## src/rtl/xbutton_ctrl.sv

```systemverilog
// Push-button event controller for the picoVersat peripheral bus.
// Four buttons produce sticky press/long flags, saturating press counters and a maskable irq.
module xbutton_ctrl #(
    parameter int DATA_W   = 32,
    parameter int LONG_CYC = 1000000,
    parameter int TMR_W    = 20
) (
    input  logic              clk,
    input  logic              rst,
    input  logic [3:0]        btn_in,
    input  logic              sel,
    input  logic              we,
    input  logic [1:0]        addr,
    input  logic [DATA_W-1:0] data_in,
    output logic [DATA_W-1:0] data_out,
    output logic              irq
);

    localparam logic [1:0] ST_IDLE = 2'd0;
    localparam logic [1:0] ST_HELD = 2'd1;
    localparam logic [1:0] ST_LONG = 2'd2;

    localparam logic [TMR_W-1:0] TMR_LAST = TMR_W'(LONG_CYC - 1);

    localparam logic [1:0] A_STATUS = 2'd0;
    localparam logic [1:0] A_MASK   = 2'd1;
    localparam logic [1:0] A_COUNT  = 2'd2;
    localparam logic [1:0] A_CTRL   = 2'd3;

    logic [3:0]  btn_s;
    logic [3:0]  btn_d;
    logic [3:0]  press_flag;
    logic [3:0]  long_flag;
    logic [3:0]  press_set;
    logic [3:0]  long_set;
    logic [7:0]  mask;
    logic        enable;
    logic [31:0] count_all;

    logic wr;
    logic wr_status;
    logic wr_mask;
    logic wr_count;
    logic wr_ctrl;

    assign wr        = sel & we;
    assign wr_status = wr && (addr == A_STATUS);
    assign wr_mask   = wr && (addr == A_MASK);
    assign wr_count  = wr && (addr == A_COUNT);
    assign wr_ctrl   = wr && (addr == A_CTRL);

    // Only the low 12 bits of write data ever reach a register.
    logic unused_data;
    assign unused_data = ^data_in[DATA_W-1:12];

    always_ff @(posedge clk or posedge rst) begin
        if (rst) begin
            btn_s <= 4'b0;
            btn_d <= 4'b0;
        end else begin
            btn_s <= btn_in;
            btn_d <= btn_s;
        end
    end

    generate
        for (genvar gi = 0; gi < 4; gi++) begin : g_btn
            logic [1:0]       state;
            logic [TMR_W-1:0] timer;
            logic [7:0]       count;
            logic             rise;

            assign rise          = btn_s[gi] & ~btn_d[gi];
            assign press_set[gi] = enable && (state == ST_IDLE) && rise;
            assign long_set[gi]  = enable && (state == ST_HELD) && btn_s[gi] && (timer == TMR_LAST);

            always_ff @(posedge clk or posedge rst) begin
                if (rst) begin
                    state <= ST_IDLE;
                    timer <= '0;
                end else if (!enable) begin
                    state <= ST_IDLE;
                end else begin
                    case (state)
                        ST_IDLE: begin
                            if (rise) begin
                                state <= ST_HELD;
                                timer <= '0;
                            end
                        end
                        ST_HELD: begin
                            if (!btn_s[gi]) begin
                                state <= ST_IDLE;
                            end else if (timer == TMR_LAST) begin
                                state <= ST_LONG;
                            end else begin
                                timer <= timer + 1'b1;
                            end
                        end
                        ST_LONG: begin
                            if (!btn_s[gi]) begin
                                state <= ST_IDLE;
                            end
                        end
                        default: state <= ST_IDLE;
                    endcase
                end
            end

            // A press landing on the same edge as a COUNT write survives as a count of one.
            always_ff @(posedge clk or posedge rst) begin
                if (rst) begin
                    count <= 8'd0;
                end else if (wr_count) begin
                    count <= press_set[gi] ? 8'd1 : 8'd0;
                end else if (press_set[gi] && (count != 8'hFF)) begin
                    count <= count + 8'd1;
                end
            end

            assign count_all[8*gi +: 8] = count;
        end
    endgenerate

    // Setting a flag takes priority over a simultaneous write-one-to-clear.
    always_ff @(posedge clk or posedge rst) begin
        if (rst) begin
            press_flag <= 4'b0;
            long_flag  <= 4'b0;
            mask       <= 8'd0;
            enable     <= 1'b1;
        end else begin
            press_flag <= (press_flag & ~(wr_status ? data_in[7:4]  : 4'b0)) | press_set;
            long_flag  <= (long_flag  & ~(wr_status ? data_in[11:8] : 4'b0)) | long_set;
            if (wr_mask) begin
                mask <= data_in[7:0];
            end
            if (wr_ctrl) begin
                enable <= data_in[0];
            end
        end
    end

    assign irq = |({long_flag, press_flag} & mask);

    always_comb begin
        data_out = '0;
        if (sel) begin
            case (addr)
                A_STATUS: data_out[11:0] = {long_flag, press_flag, btn_s};
                A_MASK:   data_out[7:0]  = mask;
                A_COUNT:  data_out[31:0] = count_all;
                A_CTRL:   data_out[0]    = enable;
                default:  data_out       = '0;
            endcase
        end
    end

endmodule

```

## config.mk

```make
export PLATFORM = sky130hd
export DESIGN_NAME = xbutton_ctrl
export DESIGN_NICKNAME = d
export VERILOG_FILES = /design/src/rtl/xbutton_ctrl.sv
export SDC_FILE = /design/constraint.sdc
export NUM_CORES = 1
export LEC_CHECK = 0
export ABC_AREA = 1
export CAP_MARGIN = 30
export CORE_MARGIN = 2
export CORE_UTILIZATION = 45
export CTS_CLUSTER_DIAMETER = 200
export DETAILED_ROUTE_END_ITERATION = 10
export PLACE_DENSITY = 0.67
export RECOVER_POWER = 50
export SKIP_LAST_GASP = 1
export SLEW_MARGIN = 40
export SYNTH_ARGS = -nofsm -noshare
export SYNTH_HDL_FRONTEND = slang
export SYNTH_SLANG_ARGS = --single-unit
```

## constraint.sdc

```tcl
create_clock -name clk -period 4.4 [get_ports clk]
set_input_delay 0.66 -clock clk [delete_from_list [all_inputs] [get_ports clk]]
set_output_delay 0.66 -clock clk [all_outputs]
set_load 0.005 [all_outputs]
```

==> results of run 1 <==
[cells by family after synthesis]
kind of cell             Yosys count
multiplexers                       3
adder cells (fa/ha/maj)            8
flip-flops                       145
buffers and inverters            157
AND/OR/NAND/NOR                  806
XOR/XNOR                          47
AO/OA/AOI/OAI                     90
[state kept, by name (all words and copies together) (netlist names)]
name,cells
press_flag,4
g_btn.timer,80
enable,1
long_flag,4
btn_d,4
mask,8
g_btn.count,32
btn_s,4
g_btn.state,8
[final cells by class]
| class | count | area (sq um) | share of cell area, % |
|---|---|---|---|
| multi-input combinational | 954 | 4490 | 44.0 |
| sequential | 145 | 3630 | 35.6 |
| tap | 265 | 332 | 3.25 |
| timing repair buffer | 59 | 597 | 5.85 |
| clock inverter | 10 | 156 | 1.53 |
| inverter | 137 | 518 | 5.08 |
| clock buffer | 22 | 474 | 4.65 |
[cells in the mapped netlist, types with 2 or more instances]
cell type	number
sky130_fd_sc_hd__nand2_1	446
sky130_fd_sc_hd__nor2_1	169
sky130_fd_sc_hd__dfrtp_1	144
sky130_fd_sc_hd__inv_1	126
sky130_fd_sc_hd__nand3_1	91
sky130_fd_sc_hd__o21ai_0	44
sky130_fd_sc_hd__xor2_1	33
sky130_fd_sc_hd__nand4_1	25
sky130_fd_sc_hd__nor3_1	23
sky130_fd_sc_hd__nand2_2	14
sky130_fd_sc_hd__xnor2_1	14
sky130_fd_sc_hd__a21oi_1	13
sky130_fd_sc_hd__inv_2	9
sky130_fd_sc_hd__nor2_2	9
sky130_fd_sc_hd__o211ai_1	9
sky130_fd_sc_hd__o21ai_1	9
sky130_fd_sc_hd__ha_1	8
sky130_fd_sc_hd__or2_2	8
sky130_fd_sc_hd__buf_6	7
sky130_fd_sc_hd__clkbuf_1	5
sky130_fd_sc_hd__nor2_4	5
sky130_fd_sc_hd__buf_2	4
sky130_fd_sc_hd__nand3b_1	4
sky130_fd_sc_hd__buf_4	3
sky130_fd_sc_hd__mux2_2	3
sky130_fd_sc_hd__nand3_2	3
sky130_fd_sc_hd__o21bai_1	3
sky130_fd_sc_hd__o221ai_1	3
sky130_fd_sc_hd__clkinv_1	2
sky130_fd_sc_hd__nand2_4	2
sky130_fd_sc_hd__nor3_2	2
[layer usage]
layer / share of wire [%] / vias to the layer above
li1: - / 4091
met1: 48 / 3682
met2: 46 / 186
met3: 4.5 / 21
met4: 1.2 / 0
met5: 0 / -
[worst max-delay path: cells and delay by family]
family,cells,cell delay [ns]
AOI/OAI and AO/OA,1,0.26
buffers and inverters,4,1.88
and+or+nand+nor,1,0.13
[power breakdown]
group          switching, mW  internal [mW]
Clock                  0.569          0.992
Combinational          0.353          0.202
Sequential             0.158           1.48
[final timing paths]
check | start | endpoint | slack [ns] | depth (start not counted)
max reg2reg | g_btn[0].timer[0] | g_btn[0].timer[8] | 2.31 | 9
min reg2reg | btn_s[0] | btn_d[0] | 0.47 | 0
max | sel | data_out[9] | 0.79 | 6
max in group asynchronous | rst | g_btn[1].timer[8] | 1.01 | 3
min in group asynchronous | rst | g_btn[2].timer[4] | 1.83 | 3
min | btn_s[0] | btn_d[0] | 0.47 | 0
[per-stage QoR]
| stage | utilization, % | hold WS (ns) |
|---|---|---|
| final | 52.7 | 0.468 |
| after global routing | 52.7 | 0.473 |
| after CTS | 52.7 | 0.469 |
| after detailed placement | 49.5 | 0.455 |
| after global placement | 49.5 | 0.455 |
| after floorplan | - | 0.395 |
==> flow_summary.toml, run 1 <==
[cells_and_area]
final_common_cell = "sky130_fd_sc_hd__nand2_1"
final_cell_mix = "sky130_fd_sc_hd__nand2_1 (446), sky130_fd_sc_hd__nor2_1 (170), sky130_fd_sc_hd__dfrtp_1 (144), sky130_fd_sc_hd__inv_1 (126), sky130_fd_sc_hd__nand3_1 (92)"
instances_no_fill = 1592
final_nets = 1364
drive_gt1_share_pct = 7.01
area_growth_syn_to_layout_pct = 16.0
postLayoutCellArea_sq_mm = 0.0102
n_antenna_cell = 0
num-fill-cells = 1885

[critical_path]
start_kind = "input pin"
worst_setup_path_end_kind = "output port"
cp.required_ns = 3.74
worst-endpoint-arrival_ns = 2.95
cpPeakStageDelay_ns = 0.62
worst-setup-path-type = "input pin to output port"
critical_path_peak_fanout = 24
critical-path-slowest-cell = "sky130_fd_sc_hd__dlygate4sd3_1"
timing.critical_path.cells = "dlygate4sd3_1 -> clkbuf_1 -> nand3_1 -> buf_4 -> o21ai_0 -> clkdlybuf4s50_1"

[pwr]
report.power.total_mw = 3.76
total_leakage_power_nw = 4.85
cellPowerDensity_mw_per_mm2 = 368
worst_supply_voltage_drop_on_vdd_mv = 0.266

[timing]
timing.final.setup_violations = 0
post-route-worst-setup-slack_ns = 0.794
finalHoldViolations = 0
achievable-frequency_mhz = 277
worst_slew_pin_slew_ns = 2.75
finalCritPeriodShare_pct = 81.9
setup_skew_ns = 0.0104
period_minus_slack_ns = 3.61
tns_ns = 0
report.final.slew_viol_count = 57
grt_setup_unrepaired = "false"
max-slew-margin-rel_pct = -83.1

[synth]
synth-edff-count = 0
syn_avg_cell_area_sq_um = 7.00
yosys-mux-area-fraction_pct = 0.384
most_common_flop_cell_mapped_by_yosys = "sky130_fd_sc_hd__dfrtp_1"
area_share_of_fa_ha_maj_cells_after_synthesis_pct = 1.14
synth_compound_gate_area_share_pct = 5.98
postSynth.asyncResetShare_pct = 100
synth_sequential_area_ratio_pct = 41.3
synth_top_area_share_pct = 41.0
count_of_mapped_cells_out_of_synthesis = 1256
syn-cell-area_sq_mm = 0.00879
synth_seq_cells = 145
post-synth-top-area-cell = "sky130_fd_sc_hd__dfrtp_1"
synth_warnings = 0
combinational_family_with_the_most_area_after_synthesis = "simple AND/OR/NAND/NOR gates"
synth_xor_xnor_area_share_pct = 4.68
synth_simple_gate_area_share_pct = 39.0
synth_top_cells_by_area = "sky130_fd_sc_hd__dfrtp_1 (41%), sky130_fd_sc_hd__nand2_1 (19%), sky130_fd_sc_hd__nor2_1 (7.2%), sky130_fd_sc_hd__inv_1 (5.4%), sky130_fd_sc_hd__nand3_1 (5.2%)"
yosysUniqueCellTypes = 47
syn-num-nets = 1306

[detailed_routing]
vias = 7980
wl_um = 21000
remaining_drc_errors = 0
via_per_inst = 5.01
detail-route-antenna-nets = 0
drtIter0Drc = 515
post_drt_wl_per_cell_um = 13.2
drt-pass1-iter-count = 5

[global_routing]
use_met3_pct = 3.83
grt_start_max_net_pins = 146
grt_remaining_overflow = 0
grtUsageTotal_pct = 21.2
number_of_global_route_vias_before_repair = 7411
grt_antenna_before_repair = 0
grt.busiest_layer = "met2"
grtUsageMet2_pct = 34.9
use_met1_pct = 29.1
wire_length_of_the_first_global_routing_pass_um = 35300

[floorplan]
num_rows = 51
floorplan.die.height_um = 144
ioPinCount = 75
start_util_pct = 45.4
area_enclosed_by_the_die_boundary_sq_mm = 0.0207
core_area_sq_mm = 0.0193
fp.dieW_um = 144

[cts]
max-clock-path-buffers = 2
post_cts_resized = 0
post-cts-setup-buffer-count = 0
cts-root-buf = "sky130_fd_sc_hd__clkbuf_16"
worst_skew_pair.late_latency_ns = 0.43
cts.htree.levels = 4
clock_slew_at_reported_path_ffs_ns = 0.06
cts.hold.buffers_added = 0
cts_buffers = 17
cts_num_sinks = 145
tritoncts = "done"

[hold_path]
holdCritPathClass = "flop to flop"

[placement]
placement.io_buffers = 54
hpwl_um = 14700
place.detailed.instances = 1559
dpl_cell_area_sq_mm = 0.00957
preCtsSetupSlack_ns = 0.990
gpl.final_weighted_congestion = 0.866

[status]
violated_checks = "max-capacitance violations, max-slew violations"
outcome = "finished with violations"

[job]
number_of_max_cap_violations = 1
(Power assumes the default switching activity.)
==> inputs of run 2 (changes only) <==
==> constraint.sdc (replaced) <==
create_clock -name clk -period 3.3 [get_ports clk]
set_input_delay 0.495 -clock clk [delete_from_list [all_inputs] [get_ports clk]]
set_output_delay 0.495 -clock clk [all_outputs]
set_load 0.005 [all_outputs]
==> run 2 against run 1 <==
The run still ends with max-capacitance violations, max-slew violations left. Worst hold slack gained 0.013 ns. Clock skew shrank 0.0021 ns. Setup slack lost 0.39 ns. Count of clock-buffer cells in the layout shrank 3. Critical path depth shrank 1. Critical endpoint is now data_out[0]. Largest power group unchanged. Highest routed layer unchanged.
==> flow_summary.toml, run 2 (synthesized netlist as in run 1, its figures left out) <==
[placement]
gpl.final_weighted_congestion = 0.850
dpl_cell_area_sq_mm = 0.00960
preCtsSetupSlack_ns = 0.506
place.detailed.instances = 1562
placement.io_buffers = 54
hpwl_um = 14700

[pwr]
switching_share_pct = 29.2
cellPowerDensity_mw_per_mm2 = 481
worst_supply_voltage_drop_on_vdd_mv = 0.332
clock_power_share_pct = 40.2
power_frac_seq_pct = 44.8
switchingPower_mw = 1.43
total_leakage_power_nw = 4.83
report.power.total_mw = 4.88
cell_internal_pwr_mw = 3.46
p_comb_share_pct = 15.0

[cts]
clock_slew_at_reported_path_ffs_ns = 0.06
post-cts-setup-buffer-count = 0
cts.hold.buffers_added = 0
cts_buffers = 17
cts-root-buf = "sky130_fd_sc_hd__clkbuf_16"
cts_num_sinks = 145
post_cts_resized = 0
max-clock-path-buffers = 2
cts.htree.levels = 4
tritoncts = "done"
worst_skew_pair.late_latency_ns = 0.42

[cells_and_area]
final_nets = 1366
final_cell_mix = "sky130_fd_sc_hd__nand2_1 (446), sky130_fd_sc_hd__nor2_1 (169), sky130_fd_sc_hd__dfrtp_1 (144), sky130_fd_sc_hd__inv_1 (125), sky130_fd_sc_hd__nand3_1 (92)"
n_antenna_cell = 0
postLayoutCellArea_sq_mm = 0.0101
instances_no_fill = 1592
num-fill-cells = 1851
drive_gt1_share_pct = 7.31
largest-register = "g_btn.timer"
area_growth_syn_to_layout_pct = 15.4
final_common_cell = "sky130_fd_sc_hd__nand2_1"
largest_reg_flops = 80
layout_top_registers = "g_btn.timer x80, g_btn.count x32"
layout.core_utilization_pct = 52.5

[timing]
achievable-frequency_mhz = 345
max-slew-margin-rel_pct = -39.5
period_minus_slack_ns = 2.90
finalHoldViolations = 0
finalCritPeriodShare_pct = 87.8
post-route-worst-setup-slack_ns = 0.404
worst_slew_pin_slew_ns = 2.09
tns_ns = 0
report.final.slew_viol_count = 147
whs_ns = 0.481
setup_skew_ns = 0.00829
grt_setup_unrepaired = "false"
timing.final.setup_violations = 0

[critical_path]
worst-endpoint-arrival_ns = 2.40
worst-setup-path-type = "input pin to output port"
cp.required_ns = 2.80
critPathTopFamily = "buffers and inverters"
start_kind = "input pin"
critical-path-slowest-cell = "sky130_fd_sc_hd__dlygate4sd3_1"
worst_setup_path_end_kind = "output port"
critical_path_peak_fanout = 13
timing.critical_path.cells = "dlygate4sd3_1 -> clkbuf_1 -> o21ai_0 -> a21oi_1 -> clkdlybuf4s50_1"
critPathBufInv = 3
cpPeakStageDelay_ns = 0.57

[detailed_routing]
drtIter0Drc = 392
vias = 7860
wl_um = 20500
post_drt_wl_per_cell_um = 12.9
via_per_inst = 4.94
remaining_drc_errors = 0
drt-pass1-iter-count = 5
detail-route-antenna-nets = 0

[floorplan]
area_enclosed_by_the_die_boundary_sq_mm = 0.0207
num_rows = 51
start_util_pct = 45.4
floorplan.die.height_um = 144
core_area_sq_mm = 0.0193
fp.dieW_um = 144
ioPinCount = 75

[hold_path]
holdCritPathClass = "flop to flop"

[global_routing]
grt_antenna_before_repair = 0
grtUsageTotal_pct = 21.0
number_of_global_route_vias_before_repair = 7087
grt_start_max_net_pins = 85
wire_length_of_the_first_global_routing_pass_um = 34500
grt_remaining_overflow = 0

[status]
violated_checks = "max-capacitance violations, max-slew violations"
outcome = "finished with violations"

[job]
number_of_max_cap_violations = 2
==> run 2: per-layer routing <==
layer	track usage [%]	part of all wire [%]	wire length [um]	vias to the layer above
li1	-	-	-	4080
met1	29.6	50	10200	3595
met2	32.7	45	9190	160
met3	4.00	4.2	866	25
met4	6.24	1.4	286	0
met5	0	0	0	-
==> run 2: worst paths after layout <==
| kind | start | endpoint | slack, ns | cells after the start |
|---|---|---|---|---|
| worst min register to register | btn_s[0] | btn_d[0] | 0.48 | 0 |
| max in group asynchronous | rst | g_btn[0].timer[19] | 0.76 | 3 |
| min in group asynchronous | rst | btn_s[3] | 1.08 | 3 |
| worst max register to register | g_btn[0].timer[0] | g_btn[0].timer[6] | 1.28 | 9 |
| worst min-delay path | btn_s[0] | btn_d[0] | 0.48 | 0 |
| worst max-delay path | sel | data_out[0] | 0.40 | 5 |
==> run 2: final cells by class <==
cell class | count | area, sq um | area share, %
clock buffers | 19 | 453 | 4.47
clock inverters | 11 | 139 | 1.37
inverters | 137 | 515 | 5.08
multi-input cells | 954 | 4490 | 44.3
flip-flops and latches | 145 | 3630 | 35.8
well taps | 265 | 332 | 3.27
repair buffers | 61 | 584 | 5.76
==> run 2: power groups by stage <==
stage | combinational [mW] | clock [mW] | sequential, mW
after floorplan | 0.544 | 0 | 2.15
after global placement | 0.731 | 0 | 2.20
after detailed placement | 0.746 | 0 | 2.21
after CTS | 0.751 | 2.00 | 2.18
after global routing | 0.843 | 2.08 | 2.21
final | 0.733 | 1.96 | 2.19
==> inputs of run 3 (changes only) <==
--- a/config.mk
+++ b/config.mk
@@ -13,6 +13,7 @@
 export DETAILED_ROUTE_END_ITERATION = 10
 export PLACE_DENSITY = 0.67
 export RECOVER_POWER = 50
+export SETUP_SLACK_MARGIN = 0.15
 export SKIP_LAST_GASP = 1
 export SLEW_MARGIN = 40
 export SYNTH_ARGS = -nofsm -noshare
==> results of run 3 <==
No change in the layout: final DEF, timing and power equal those of run 2.
